$ cat src/rtl/periph_bus_pkg.sv
// Shared state type, field widths and SoC slot map for the peripheral bus initiator.
package periph_bus_pkg;

   typedef enum logic [1:0] {
      ST_IDLE    = 2'd0,
      ST_STROBE  = 2'd1,
      ST_CAPTURE = 2'd2,
      ST_RESP    = 2'd3
   } state_e;

   localparam int PER_ADDR_W = 4;
   localparam int SLOT_W     = 4;

   localparam int SLOT_GPIO  = 0;
   localparam int SLOT_TIMER = 1;
   localparam int SLOT_UART  = 2;

   function automatic logic slot_mapped(input logic [SLOT_W-1:0] slot, input int nslots);
      return (32'(slot) < nslots);
   endfunction

endpackage

$ cat src/rtl/periph_bus_master_if.sv
// Host request/response channel plus the shared peripheral strobe bus.
interface periph_bus_master_if #(
   parameter int WIDTH  = 32,
   parameter int NSLOTS = 4,
   parameter int ADDR_W = 8
);
   import periph_bus_pkg::*;

   logic                       req_valid;
   logic                       req_ready;
   logic                       req_we;
   logic [ADDR_W-1:0]          req_addr;
   logic [WIDTH-1:0]           req_wdata;
   logic                       resp_valid;
   logic [WIDTH-1:0]           resp_rdata;
   logic                       resp_err;
   logic [PER_ADDR_W-1:0]      per_address;
   logic [WIDTH-1:0]           per_data;
   logic                       per_rden;
   logic                       per_wren;
   logic [NSLOTS-1:0]          per_clken;
   logic [NSLOTS*WIDTH-1:0]    per_q;

   modport master (
      input  req_valid, req_we, req_addr, req_wdata, per_q,
      output req_ready, resp_valid, resp_rdata, resp_err,
      output per_address, per_data, per_rden, per_wren, per_clken
   );

   modport slave (
      output req_valid, req_we, req_addr, req_wdata, per_q,
      input  req_ready, resp_valid, resp_rdata, resp_err,
      input  per_address, per_data, per_rden, per_wren, per_clken
   );

endinterface

$ cat src/rtl/periph_bus_master_rdmux.sv
// NSLOTS:1 selection of peripheral read data by slot index; out-of-range slots read as zero.
module periph_rdmux
   import periph_bus_pkg::*;
#(
   parameter int WIDTH  = 32,
   parameter int NSLOTS = 4
) (
   input  logic [NSLOTS*WIDTH-1:0] q_i,
   input  logic [SLOT_W-1:0]       sel_i,
   output logic [WIDTH-1:0]        data_o
);

   always_comb begin
      data_o = {WIDTH{1'b0}};
      for (int i = 0; i < NSLOTS; i++) begin
         data_o = data_o | (q_i[i*WIDTH +: WIDTH] & {WIDTH{sel_i == SLOT_W'(i)}});
      end
   end

endmodule

$ cat src/rtl/periph_bus_master.sv
// Single-outstanding initiator: decodes a slot, issues one strobe cycle, and returns
// a one-cycle response (write ack, captured read data, or unmapped-slot error).
module periph_bus_master
   import periph_bus_pkg::*;
#(
   parameter int WIDTH  = 32,
   parameter int NSLOTS = 4,
   parameter int ADDR_W = 8
) (
   input logic                 clk,
   input logic                 rst,
   periph_bus_master_if.master bus
);

   state_e                 state_q, state_d;
   logic                   we_q, we_d;
   logic [SLOT_W-1:0]      slot_q, slot_d;
   logic [PER_ADDR_W-1:0]  per_address_q, per_address_d;
   logic [WIDTH-1:0]       per_data_q, per_data_d;
   logic                   per_rden_q, per_rden_d;
   logic                   per_wren_q, per_wren_d;
   logic [NSLOTS-1:0]      per_clken_q, per_clken_d;
   logic                   resp_valid_q, resp_valid_d;
   logic                   resp_err_q, resp_err_d;
   logic [WIDTH-1:0]       resp_rdata_q, resp_rdata_d;
   logic [WIDTH-1:0]       mux_rdata_s;
   logic [NSLOTS-1:0]      req_onehot_s;
   logic [SLOT_W-1:0]      req_slot_s;
   logic                   req_mapped_s;
   logic                   ready_s;
   logic                   accept_s;

   assign req_slot_s   = bus.req_addr[PER_ADDR_W +: SLOT_W];
   assign req_mapped_s = slot_mapped(req_slot_s, NSLOTS);
   assign ready_s      = (state_q == ST_IDLE) & ~rst;
   assign accept_s     = bus.req_valid & ready_s;

   always_comb begin
      req_onehot_s = {NSLOTS{1'b0}};
      for (int i = 0; i < NSLOTS; i++) begin
         req_onehot_s[i] = (req_slot_s == SLOT_W'(i));
      end
   end

   // per_q is only consumed in CAPTURE; peripherals hold stale q in every other cycle.
   periph_rdmux #(.WIDTH(WIDTH), .NSLOTS(NSLOTS)) u_rdmux (
      .q_i    (bus.per_q),
      .sel_i  (slot_q),
      .data_o (mux_rdata_s)
   );

   always_ff @(posedge clk) begin
      if (rst) begin
         state_q <= ST_IDLE;
      end else begin
         state_q <= state_d;
      end
   end

   always_comb begin
      state_d = state_q;
      case (state_q)
         ST_IDLE: begin
            if (accept_s) begin
               state_d = req_mapped_s ? ST_STROBE : ST_RESP;
            end else begin
               state_d = ST_IDLE;
            end
         end
         ST_STROBE:  state_d = we_q ? ST_RESP : ST_CAPTURE;
         ST_CAPTURE: state_d = ST_RESP;
         ST_RESP:    state_d = ST_IDLE;
         default:    state_d = ST_IDLE;
      endcase
   end

   always_comb begin
      we_d          = we_q;
      slot_d        = slot_q;
      per_address_d = per_address_q;
      per_data_d    = per_data_q;
      per_clken_d   = {NSLOTS{1'b0}};
      per_rden_d    = 1'b0;
      per_wren_d    = 1'b0;
      resp_valid_d  = 1'b0;
      resp_err_d    = 1'b0;
      resp_rdata_d  = {WIDTH{1'b0}};
      case (state_q)
         ST_IDLE: begin
            if (accept_s) begin
               we_d   = bus.req_we;
               slot_d = req_slot_s;
               if (req_mapped_s) begin
                  per_clken_d   = req_onehot_s;
                  per_wren_d    = bus.req_we;
                  per_rden_d    = ~bus.req_we;
                  per_address_d = bus.req_addr[PER_ADDR_W-1:0];
                  per_data_d    = bus.req_wdata;
               end else begin
                  resp_valid_d = 1'b1;
                  resp_err_d   = 1'b1;
               end
            end else begin
               we_d = we_q;
            end
         end
         ST_STROBE: begin
            if (we_q) begin
               resp_valid_d = 1'b1;
            end else begin
               resp_valid_d = 1'b0;
            end
         end
         ST_CAPTURE: begin
            resp_valid_d = 1'b1;
            resp_rdata_d = mux_rdata_s;
         end
         ST_RESP: resp_valid_d = 1'b0;
         default: resp_valid_d = 1'b0;
      endcase
   end

   always_ff @(posedge clk) begin
      if (rst) begin
         we_q          <= 1'b0;
         slot_q        <= {SLOT_W{1'b0}};
         per_address_q <= {PER_ADDR_W{1'b0}};
         per_data_q    <= {WIDTH{1'b0}};
         per_clken_q   <= {NSLOTS{1'b0}};
         per_rden_q    <= 1'b0;
         per_wren_q    <= 1'b0;
         resp_valid_q  <= 1'b0;
         resp_err_q    <= 1'b0;
         resp_rdata_q  <= {WIDTH{1'b0}};
      end else begin
         we_q          <= we_d;
         slot_q        <= slot_d;
         per_address_q <= per_address_d;
         per_data_q    <= per_data_d;
         per_clken_q   <= per_clken_d;
         per_rden_q    <= per_rden_d;
         per_wren_q    <= per_wren_d;
         resp_valid_q  <= resp_valid_d;
         resp_err_q    <= resp_err_d;
         resp_rdata_q  <= resp_rdata_d;
      end
   end

   assign bus.req_ready   = ready_s;
   assign bus.resp_valid  = resp_valid_q;
   assign bus.resp_rdata  = resp_rdata_q;
   assign bus.resp_err    = resp_err_q;
   assign bus.per_address = per_address_q;
   assign bus.per_data    = per_data_q;
   assign bus.per_rden    = per_rden_q;
   assign bus.per_wren    = per_wren_q;
   assign bus.per_clken   = per_clken_q;

endmodule

$ cat src/flat_wrapper.sv
// flat-port wrapper written by rule: the top's interface ports become plain ports
module periph_bus_master_flat import periph_bus_pkg::*;
#(
   parameter int WIDTH  = 32,
   parameter int NSLOTS = 4,
   parameter int ADDR_W = 8
)
  (clk, rst, bus_req_valid, bus_req_we, bus_req_addr, bus_req_wdata, bus_per_q, bus_req_ready, bus_resp_valid, bus_resp_rdata, bus_resp_err, bus_per_address, bus_per_data, bus_per_rden, bus_per_wren, bus_per_clken);
  periph_bus_master_if #(.WIDTH(WIDTH), .NSLOTS(NSLOTS), .ADDR_W(ADDR_W)) bus_i ();
  input logic clk;
  input logic rst;
  input wire logic [$bits(bus_i.req_valid)-1:0] bus_req_valid;
  input wire logic [$bits(bus_i.req_we)-1:0] bus_req_we;
  input wire logic [$bits(bus_i.req_addr)-1:0] bus_req_addr;
  input wire logic [$bits(bus_i.req_wdata)-1:0] bus_req_wdata;
  input wire logic [$bits(bus_i.per_q)-1:0] bus_per_q;
  output wire logic [$bits(bus_i.req_ready)-1:0] bus_req_ready;
  output wire logic [$bits(bus_i.resp_valid)-1:0] bus_resp_valid;
  output wire logic [$bits(bus_i.resp_rdata)-1:0] bus_resp_rdata;
  output wire logic [$bits(bus_i.resp_err)-1:0] bus_resp_err;
  output wire logic [$bits(bus_i.per_address)-1:0] bus_per_address;
  output wire logic [$bits(bus_i.per_data)-1:0] bus_per_data;
  output wire logic [$bits(bus_i.per_rden)-1:0] bus_per_rden;
  output wire logic [$bits(bus_i.per_wren)-1:0] bus_per_wren;
  output wire logic [$bits(bus_i.per_clken)-1:0] bus_per_clken;
  assign bus_i.req_valid = bus_req_valid;
  assign bus_i.req_we = bus_req_we;
  assign bus_i.req_addr = bus_req_addr;
  assign bus_i.req_wdata = bus_req_wdata;
  assign bus_i.per_q = bus_per_q;
  assign bus_req_ready = bus_i.req_ready;
  assign bus_resp_valid = bus_i.resp_valid;
  assign bus_resp_rdata = bus_i.resp_rdata;
  assign bus_resp_err = bus_i.resp_err;
  assign bus_per_address = bus_i.per_address;
  assign bus_per_data = bus_i.per_data;
  assign bus_per_rden = bus_i.per_rden;
  assign bus_per_wren = bus_i.per_wren;
  assign bus_per_clken = bus_i.per_clken;
  periph_bus_master #(.WIDTH(WIDTH), .NSLOTS(NSLOTS), .ADDR_W(ADDR_W)) u_core (.clk(clk), .rst(rst), .bus(bus_i));
endmodule
$ cat config.mk
export PLATFORM = sky130hd
export DESIGN_NAME = periph_bus_master_flat
export DESIGN_NICKNAME = d
export VERILOG_FILES = /design/src/rtl/periph_bus_pkg.sv /design/src/rtl/periph_bus_master_if.sv /design/src/rtl/periph_bus_master_rdmux.sv /design/src/rtl/periph_bus_master.sv /design/src/flat_wrapper.sv
export SDC_FILE = /design/constraint.sdc
export NUM_CORES = 1
export LEC_CHECK = 0
export CAP_MARGIN = 30
export CORE_UTILIZATION = 32
export DETAILED_ROUTE_END_ITERATION = 12
export DONT_BUFFER_PORTS = 1
export GPL_ROUTABILITY_DRIVEN = 0
export HOLD_SLACK_MARGIN = 0.03
export PLACE_DENSITY = 0.42
export SYNTH_ARGS = -nofsm -noshare
export SYNTH_HDL_FRONTEND = slang
export SYNTH_SLANG_ARGS = --single-unit
$ cat constraint.sdc
create_clock -name clk -period 3.19 [get_ports clk]
set_input_delay 0.1595 -clock clk [delete_from_list [all_inputs] [get_ports clk]]
set_output_delay 0.1595 -clock clk [all_outputs]
set_load 0.03 [all_outputs]
==> impl_metrics.json, run 1 <==
{
  "ys.flop_type": "dfxtp_1",
  "synth_area_um2": 3520,
  "haltStage": "4_1_cts",
  "hpwl_mm": 6.50,
  "die_h_um": 107,
  "cts_max_level": 3,
  "synth_top_area_share_pct": 47.2,
  "port_buffers": 0,
  "postCtsHoldBufs": 101,
  "cts_setup_buffers": 0,
  "cts.repair.resized": 0,
  "synth_seq_area_share_pct": 47.2,
  "ctsRootBufferMaster": "clkbuf_8",
  "syn_avg_cell_area_um2": 9.59,
  "clock-sinks": 83,
  "syn_inst": 367,
  "start_util_pct": 33.5,
  "tool.error": "[ERROR RSZ-0060] Max buffer count reached.",
  "synth_warnings": 0,
  "synth.area.top_cells": "dfxtp_1 47%, mux2i_1 18%, o22ai_1 5.5%",
  "synth_edf_count": 0,
  "die_w_um": 107,
  "ys_ff_latch": 83,
  "cts_inserted_buffers": 9,
  "async_reset_ff_share_pct": 0,
  "cts_buffer_depth": 2,
  "yosysTopAreaCell": "dfxtp_1",
  "placementRows": 37,
  "ios": 249,
  "run_status": "did not finish",
  "synth_nets": 543,
  "synth_cell_types": 30
}
[logic make-up after synthesis]
logic type      share of synthesized area, %
compound gates                          17.0
buf+inv                                 5.58
flops                                   47.2
mux                                     18.2
simple gates                            10.7
fa+ha+maj                               1.42
[per-stage QoR]
step | cell area, µm² | cells | utilization [%] | setup slack (ns)
after detailed placement | 3570 | 474 | 34.0 | 1.25
after floorplan | 3520 | 367 | - | 1.85
after global placement | 3570 | 474 | 34.0 | 1.33
[Yosys cell counts, types with 2 or more instances]
master	instances
mux2i_1	64
buf_6	4
ha_1	4
o21ai_1	32
buf_1	3
o22ai_1	31
nand3b_1	5
o21ai_0	5
nor2_1	4
nand2_1	12
a21oi_1	38
nor3b_1	2
clkbuf_1	11
nand3_1	37
dfxtp_1	83
buf_2	16
inv_1	3
==> run 2, diff against run 1 <==
- CORE_UTILIZATION: 32 -> 20
- HOLD_SLACK_MARGIN: 0.03 -> default
- PLACE_DENSITY: 0.42 -> default
- PLACE_DENSITY_LB_ADDON: default -> 0.15
==> run 2 against run 1 <==
The flow now finishes without violations; synthesized area is the same; synthesized cell count is the same.
==> impl_metrics.json, run 2 <==
{
  "p_per_area_nw_per_um2": 659,
  "skew_ns": 0.00547,
  "place_area_um2": 3660,
  "cp-end-kind": "flip-flop",
  "setup_viol": 0,
  "final_nets": 570,
  "crit_path_start_kind": "flip-flop",
  "power.share.clock_pct": 32.5,
  "port_buffers": 0,
  "timing.max_cap.violations": 0,
  "final_area_um2": 4420,
  "placementRows": 48,
  "postCtsHoldBufs": 46,
  "switching_share_pct": 33.7,
  "cts_setup_buffers": 0,
  "synth.most_common_cell": "dfxtp_1",
  "total_power_mw": 2.91,
  "hpwl_mm": 7.06,
  "grt_overflow": 0,
  "run_status": "finished, final reports clean",
  "yosys-top-cells-count": "83 x dfxtp_1, 64 x mux2i_1, 38 x a21oi_1",
  "min_period_over_period_pct": 73.2,
  "worstHoldPathType": "input port to flip-flop",
  "power_frac_seq_pct": 45.7,
  "grt_pass1_vias": 2931,
  "syn2layout_area_growth_pct": 25.6,
  "wl_mm": 10.6,
  "fmax_mhz": 428,
  "cts_inserted_buffers": 9,
  "yosysTopAreaCell": "dfxtp_1",
  "synth_cell_types": 30,
  "mostFrequentLayoutCells": "82 x dfxtp_1, 64 x mux2i_1, 45 x dlygate4sd3_1",
  "first_pass_iters": 4,
  "slew_violations": 0,
  "synth_area_um2": 3520,
  "combPwrFrac_pct": 21.8,
  "grt_max_degree": 66,
  "track_usage_pct": 11.4,
  "switching_power_uw": 980,
  "cp.required_ns": 3.47,
  "final.min_clock_period_ns": 2.34,
  "ant_nets": 0,
  "worstSetupPathType": "flip-flop to flip-flop",
  "worst_slew_pin_slew_ns": 0.967,
  "grt_setup_unrepaired": "false",
  "p_leak_nw": 1.46,
  "syn_inst": 367,
  "antenna_found_initial": 0,
  "synth_edf_count": 0,
  "ctsRootBufferMaster": "clkbuf_16",
  "cts.repair.resized": 0,
  "worstPathArrival_ns": 2.61,
  "tns_ns": 0,
  "die_h_um": 135,
  "synth.area.top_cells": "dfxtp_1 47%, mux2i_1 18%, o22ai_1 5.5%",
  "syn_avg_cell_area_um2": 9.59,
  "synth_seq_area_share_pct": 47.2,
  "dieArea_um2": 18100,
  "slew_headroom_pct": 35.4,
  "ios": 249,
  "wire_per_inst_um": 17.0,
  "vias": 2913,
  "insertion_delay_ns": 0.34,
  "first_iter_violations": 79,
  "grt_pass1_wl_mm": 15.3,
  "async_reset_ff_share_pct": 0,
  "hold_slack_ns": 0.0224,
  "synth_nets": 543,
  "diodes": 0,
  "irDropWorstVdd_mv": 0.255,
  "clkTransAtPathRegs_ns": 0.06,
  "cts_tree": "built",
  "synth_top_area_share_pct": 47.2,
  "cts_max_level": 3,
  "clock-sinks": 83,
  "drc": 0,
  "die_w_um": 135,
  "final_common_cell": "dfxtp_1",
  "core_area_um2": 17200,
  "internal-power_mw": 1.93,
  "ys.flop_type": "dfxtp_1",
  "ys_ff_latch": 83,
  "via_per_inst": 4.67,
  "drive_gt1_share_pct": 6.27,
  "cp_max_fo": 32,
  "start_util_pct": 20.4,
  "synth_warnings": 0,
  "hold_viol": 0,
  "cts_buffer_depth": 2
}
-- run 2: cell counts after synthesis --
No cell type changed its count.
-- run 2: layout make-up --
type                       count  area, µm²
clock inverter                 4       26.3
clock buffer                  12        236
timing repair buffer          51        528
sequential                    83       1670
fill                        1814      12800
tap                          225        282
multi-input combinational    246       1670
inverter                       3       11.3
-- run 2: power by group through the flow --
| stage | clock, mW | combinational [mW] | sequential [mW] |
|---|---|---|---|
| 4_1_cts | 1.00 | 0.552 | 1.41 |
| 3_5_place_dp | 0 | 0.494 | 1.43 |
| 2_1_floorplan | 0 | 0.498 | 1.33 |
| 5_1_grt | 1.04 | 0.700 | 1.34 |
| 6_report | 0.947 | 0.634 | 1.33 |
| 3_3_place_gp | 0 | 0.490 | 1.43 |
-- run 2: worst paths after layout --
kind,slack (ns),start,to,cells after the start
max reg2reg,0.85,u_core.state_q[1],u_core.bus.per_clken[1],6
max,0.85,u_core.state_q[1],u_core.bus.per_clken[1],6
min,0.02,bus_per_q[27],u_core.bus.resp_rdata[27],2
min reg2reg,0.47,u_core.we_q,u_core.we_q,2
-- run 2: per-stage QoR --
stage          setup WS [ns]  util (%)  cells
2_1_floorplan           1.85         -    367
3_3_place_gp            1.25      21.2    561
3_5_place_dp            1.17      21.2    561
4_1_cts                0.849      25.5    623
5_1_grt                0.706      25.6    624
6_report               0.855      25.6    624
-- run 2: critical path: stages, from the launching register on --
cell           delay [ns]
dfxtp_1              0.32
inv_1                0.10
ha_1                 0.19
and3b_2              0.64
nand2_1              0.23
nor3b_1              0.23
dlygate4sd3_1        0.56
-- run 2: logic make-up after synthesis --
kind of cell | synth area share [%]
AO/OA/AOI/OAI | 17.0
flip-flops | 47.2
AND/OR/NAND/NOR | 10.7
multiplexers | 18.2
buffers and inverters | 5.58
adder cells (fa/ha/maj) | 1.42
-- run 2: routing by layer --
layer	vias up	GRT usage (%)	share of wire [%]
li1	1392	-	-
met1	1334	10.9	36
met2	177	21.0	52
met3	10	5.59	10
met4	0	3.75	1.5
met5	-	0	0
No activity file was read; power rests on OpenSTA's default activity.
